`src/rtl/hazard_unit.sv`:
```
// hazard_unit: E/M/W scoreboard driving operand forwarding, load-use stalls, PC-write/branch flushes and event counters
module hazard_unit #(
  parameter int REG_W = 4,
  parameter int CNT_W = 16
) (
  input  logic             clk,
  input  logic             reset,
  input  logic [REG_W-1:0] RA1D,
  input  logic [REG_W-1:0] RA2D,
  input  logic [REG_W-1:0] WA3D,
  input  logic             RegWriteD,
  input  logic             MemtoRegD,
  input  logic             PCSD,
  input  logic             BranchTakenE,
  input  logic             cnt_clr,
  output logic [1:0]       ForwardAE,
  output logic [1:0]       ForwardBE,
  output logic             StallF,
  output logic             StallD,
  output logic             FlushD,
  output logic             FlushE,
  output logic [CNT_W-1:0] stall_count,
  output logic [CNT_W-1:0] flush_count
);
  localparam logic [REG_W-1:0] PC_REG = REG_W'(15);
  logic [REG_W-1:0] r_ra1e, r_ra2e, r_wa3e, r_wa3m, r_wa3w;
  logic             r_regwrite_e, r_memtoreg_e, r_pcs_e;
  logic             r_regwrite_m, r_pcs_m, r_regwrite_w, r_pcs_w;
  logic [CNT_W-1:0] r_stall_cnt, r_flush_cnt;
  logic             w_ldr_stall, w_pc_wr_pend;
  // Forwarding selects prefer the younger M result; R15 reads always come from the register file
  always_comb begin
    ForwardAE    = (r_ra1e == PC_REG) ? 2'b00 :
                   (r_regwrite_m && r_ra1e == r_wa3m) ? 2'b10 :
                   (r_regwrite_w && r_ra1e == r_wa3w) ? 2'b01 : 2'b00;
    ForwardBE    = (r_ra2e == PC_REG) ? 2'b00 :
                   (r_regwrite_m && r_ra2e == r_wa3m) ? 2'b10 :
                   (r_regwrite_w && r_ra2e == r_wa3w) ? 2'b01 : 2'b00;
    w_ldr_stall  = r_memtoreg_e & r_regwrite_e & ((RA1D == r_wa3e) | (RA2D == r_wa3e));
    w_pc_wr_pend = PCSD | r_pcs_e | r_pcs_m;
    StallD       = w_ldr_stall & ~BranchTakenE;
    StallF       = (w_ldr_stall | w_pc_wr_pend) & ~BranchTakenE;
    FlushD       = w_pc_wr_pend | r_pcs_w | BranchTakenE;
    FlushE       = w_ldr_stall | BranchTakenE;
  end
  // Advance the scoreboard; a flushed E slot keeps its addresses but loses its side-effect flags
  always_ff @(posedge clk or negedge reset) begin
    if (!reset) begin
      {r_ra1e, r_ra2e, r_wa3e, r_wa3m, r_wa3w} <= '0;
      {r_regwrite_e, r_memtoreg_e, r_pcs_e} <= '0;
      {r_regwrite_m, r_pcs_m, r_regwrite_w, r_pcs_w} <= '0;
    end else begin
      r_ra1e       <= RA1D;
      r_ra2e       <= RA2D;
      r_wa3e       <= WA3D;
      r_regwrite_e <= RegWriteD & ~FlushE;
      r_memtoreg_e <= MemtoRegD & ~FlushE;
      r_pcs_e      <= PCSD & ~FlushE;
      r_wa3m       <= r_wa3e;
      r_regwrite_m <= r_regwrite_e;
      r_pcs_m      <= r_pcs_e;
      r_wa3w       <= r_wa3m;
      r_regwrite_w <= r_regwrite_m;
      r_pcs_w      <= r_pcs_m;
    end
  end
  // Saturating event counters; clear wins over increment
  always_ff @(posedge clk or negedge reset) begin
    if (!reset) begin
      r_stall_cnt <= '0;
      r_flush_cnt <= '0;
    end else begin
      r_stall_cnt <= cnt_clr ? '0 : (StallD && r_stall_cnt != '1) ? r_stall_cnt + 1'b1 : r_stall_cnt;
      r_flush_cnt <= cnt_clr ? '0 : (FlushE && r_flush_cnt != '1) ? r_flush_cnt + 1'b1 : r_flush_cnt;
    end
  end
  assign stall_count = r_stall_cnt;
  assign flush_count = r_flush_cnt;
endmodule

```
`config.mk`:
```
export PLATFORM = sky130hd
export DESIGN_NAME = hazard_unit
export DESIGN_NICKNAME = d
export VERILOG_FILES = /design/src/rtl/hazard_unit.sv
export SDC_FILE = /design/constraint.sdc
export NUM_CORES = 1
export LEC_CHECK = 0
export ABC_CLOCK_PERIOD_IN_PS = 5100
export CAP_MARGIN = 40
export CORE_ASPECT_RATIO = 1.4
export CORE_MARGIN = 2
export CORE_UTILIZATION = 35
export DETAILED_ROUTE_END_ITERATION = 10
export REMOVE_ABC_BUFFERS = 1
export SETUP_SLACK_MARGIN = 0.4
export SLEW_MARGIN = 20
export SYNTH_ARGS = -nofsm -noshare
export SYNTH_HDL_FRONTEND = slang
export SYNTH_SLANG_ARGS = --single-unit
```
`constraint.sdc`:
```
create_clock -name clk -period 5.1 [get_ports clk]
set_input_delay 1.02 -clock clk [delete_from_list [all_inputs] [get_ports clk]]
set_output_delay 1.02 -clock clk [all_outputs]
set_load 0.02 [all_outputs]
```
==> impl_metrics.ini <==
[clock_tree]
post_cts_buffers = 0
cts-buffers-inserted = 9
cts_buffer_depth = 2
clock_sinks = 59
clock_latency_ns = 0.33
cts_resized = 0
hold_buffers = 0
clockRootBuffer = clkbuf_8
cts_max_level = 3
cts_tree = yes
clk_pin_slew_ns = 0.06

[synthesis]
ys_seq_area_share_pct = 53.2
synth_area_leaders = dfrtp_1, xor2_1, xnor2_1, nand3_1, nor2_1
synth-seq-cells = 59
yosysTopAreaCellShare_pct = 53.2
syn_area_sq_um = 2780
synthArstFlopShare_pct = 100
synthCells = 259
yosys.area.top_type = dfrtp_1
synth-edff-count = 0
syn_area_per_cell_sq_um = 10.7
ys.flop_type = dfrtp_1
ys_types = 41
synth_warnings = 0

[timing]
tightest_slew_ns = 0.629
hold_viol = 0
max_freq_mhz = 236
fin_skew_ns = 0.00616
timing.hold.ws_ns = 0.376
relSlewSlack_pct = 58.0
rsz0062_at_grt = no
maxSlewViolCount = 0
fin_setup_tns_ns = 0
fin_crit_sh_pct = 83.1
postLayoutSetupSlackWorst_ns = 0.863
period_minus_slack_ns = 4.24
setup_viol = 0

[die]
ios = 59
die_x_microns = 79.3
die_area_sq_um = 8670
coreArea_sq_um = 7700
row_count = 38
die_y_microns = 109
initial_core_util_pct = 36.0

[pwr]
p_sw_share_pct = 23.5
clockPowerShare_pct = 41.0
pwr-share-comb_pct = 7.8
p_int_uw = 740
cellLeakagePower_nw = 1.49
p_seq_share_pct = 51.2
power_density_nw_per_um2 = 263
ir_worst_vdd_mv = 0.161
p_sw_uw = 228

[layout]
area_growth_pct = 32.6
fin_cells = 431
drive_gt1_share_pct = 9.37
nets = 348
diodes = 0
final_util_pct = 47.8

[detailed_routing]
ant_nets = 0
routedWlPerCell_microns = 14.4
drc_errors = 0
dr.pass1.iters = 4
vias = 2183
wl_microns = 6190
drtIter0Drc = 94
routed_via_density = 5.06

[placed_design]
preCtsSetupSlack_ns = 0.838
post-dp-hpwl_microns = 4340
portBuffers = 58
place_congestion = 0.776
dp.cells = 415

[outcome]
status = complete, no violations

[worst_setup_path]
setup.worst_path.start = RA2D[3]
critPathKind = input port to primary output
r2r_start = r_wa3e[2]
crit_fanout = 11
crit_arrival_ns = 3.22
required_ns = 4.08
cp-end-kind = primary output
start_kind = input port

[global_route]
grt.overflow.total = 0
grt_pass1_vias = 2173
antenna_found_initial = 0
grt_max_degree = 60
grt_pass1_wl_microns = 10400
track_usage_pct = 15.7

[job]
cap_viol_max_count = 0

[min_path]
hp-class = register to register
min_from = r_pcs_m
[worst paths after layout]
check                             endpoint  slack (ns)  cells past startpoint
max reg2reg                flush_count[10]        2.89                      6
min                                r_pcs_w        0.38                      0
min in group asynchronous        r_ra2e[3]        0.75                      3
max                                 StallF        0.86                      7
min reg2reg                        r_pcs_w        0.38                      0
max in group asynchronous   flush_count[1]        4.10                      3
[power groups by stage]
stage | clock network, mW | logic [mW] | registers, mW
after global routing | 0.433 | 0.0838 | 0.497
after floorplan | 0 | 0.0287 | 0.502
after global placement | 0 | 0.0736 | 0.504
final | 0.397 | 0.0757 | 0.495
after detailed placement | 0 | 0.0746 | 0.504
after CTS | 0.410 | 0.0750 | 0.495
[placed cells by master, fill, tap and decap left out, types with 9 or more instances in the layout]
master            n
dfrtp_1          59
clkdlybuf4s50_1  57
xor2_1           23
nor2_1           21
nand2_1          20
nand3_1          18
xnor2_1          14
o21ai_0          12
a21oi_1          11
clkbuf_8          9
[cell type report]
cell class                 instances  area [sq um]
clock buffer                      12           135
clock inverter                     3          40.0
fill                             766          4020
inverter                           3          11.3
multi-input combinational        191          1260
sequential                        59          1480
tap                              100           125
timing repair buffer              63           633
[cells in the mapped netlist (5+ instances only)]
library cell,number
and3_1,6
nor2b_1,5
and2_1,5
nor2_1,21
a21oi_1,11
or4_1,6
nand4_1,5
dfrtp_1,59
xnor2_1,14
or3_1,7
o21ai_0,12
nor3_1,7
nand3_1,18
nand2_1,20
xor2_1,23
[critical path: stages]
cell	delay (ns)
clkdlybuf4s50_1	0.50
xnor2_1	0.12
nand4_1	0.27
a211oi_4	0.34
buf_4	0.23
o21bai_1	0.12
clkdlybuf4s50_1	0.62
[through the flow]
stage	cell area (sq um)	total power, mW
after detailed placement	3480	0.579
final	3680	0.967
after global placement	3480	0.577
after floorplan	2750	0.531
after CTS	3650	0.980
after global routing	3680	1.01
[logic make-up (layout without fill, tap and decap cells)]
family | count (synthesis) | in the layout | share of synthesized area, %
multiplexers | 2 | 2 | 0.766
AND/OR/NAND/NOR | 112 | 112 | 22.7
buffers and inverters | 9 | 81 | 1.44
flip-flops | 59 | 59 | 53.2
AO/OA/AOI/OAI | 38 | 38 | 9.37
XOR/XNOR | 37 | 37 | 11.7
adder cells (fa/ha/maj) | 2 | 2 | 0.901
[registers in the layout, summed over array words and instances (netlist names), 4 cells and up]
| signal | cells |
|---|---|
| r_ra1e | 4 |
| r_wa3w | 4 |
| flush_count | 16 |
| r_ra2e | 4 |
| r_wa3e | 4 |
| stall_count | 16 |
| r_wa3m | 4 |
[routing by layer]
metal  GRT usage, %  wire, microns  vias to the layer above
met5              0              0                        -
met4           8.74            145                        0
met3           3.45            219                       11
met2           26.2           3110                       60
met1           18.7           2710                     1059
li1               -              -                     1053
Power figures use the tool's default switching activity.
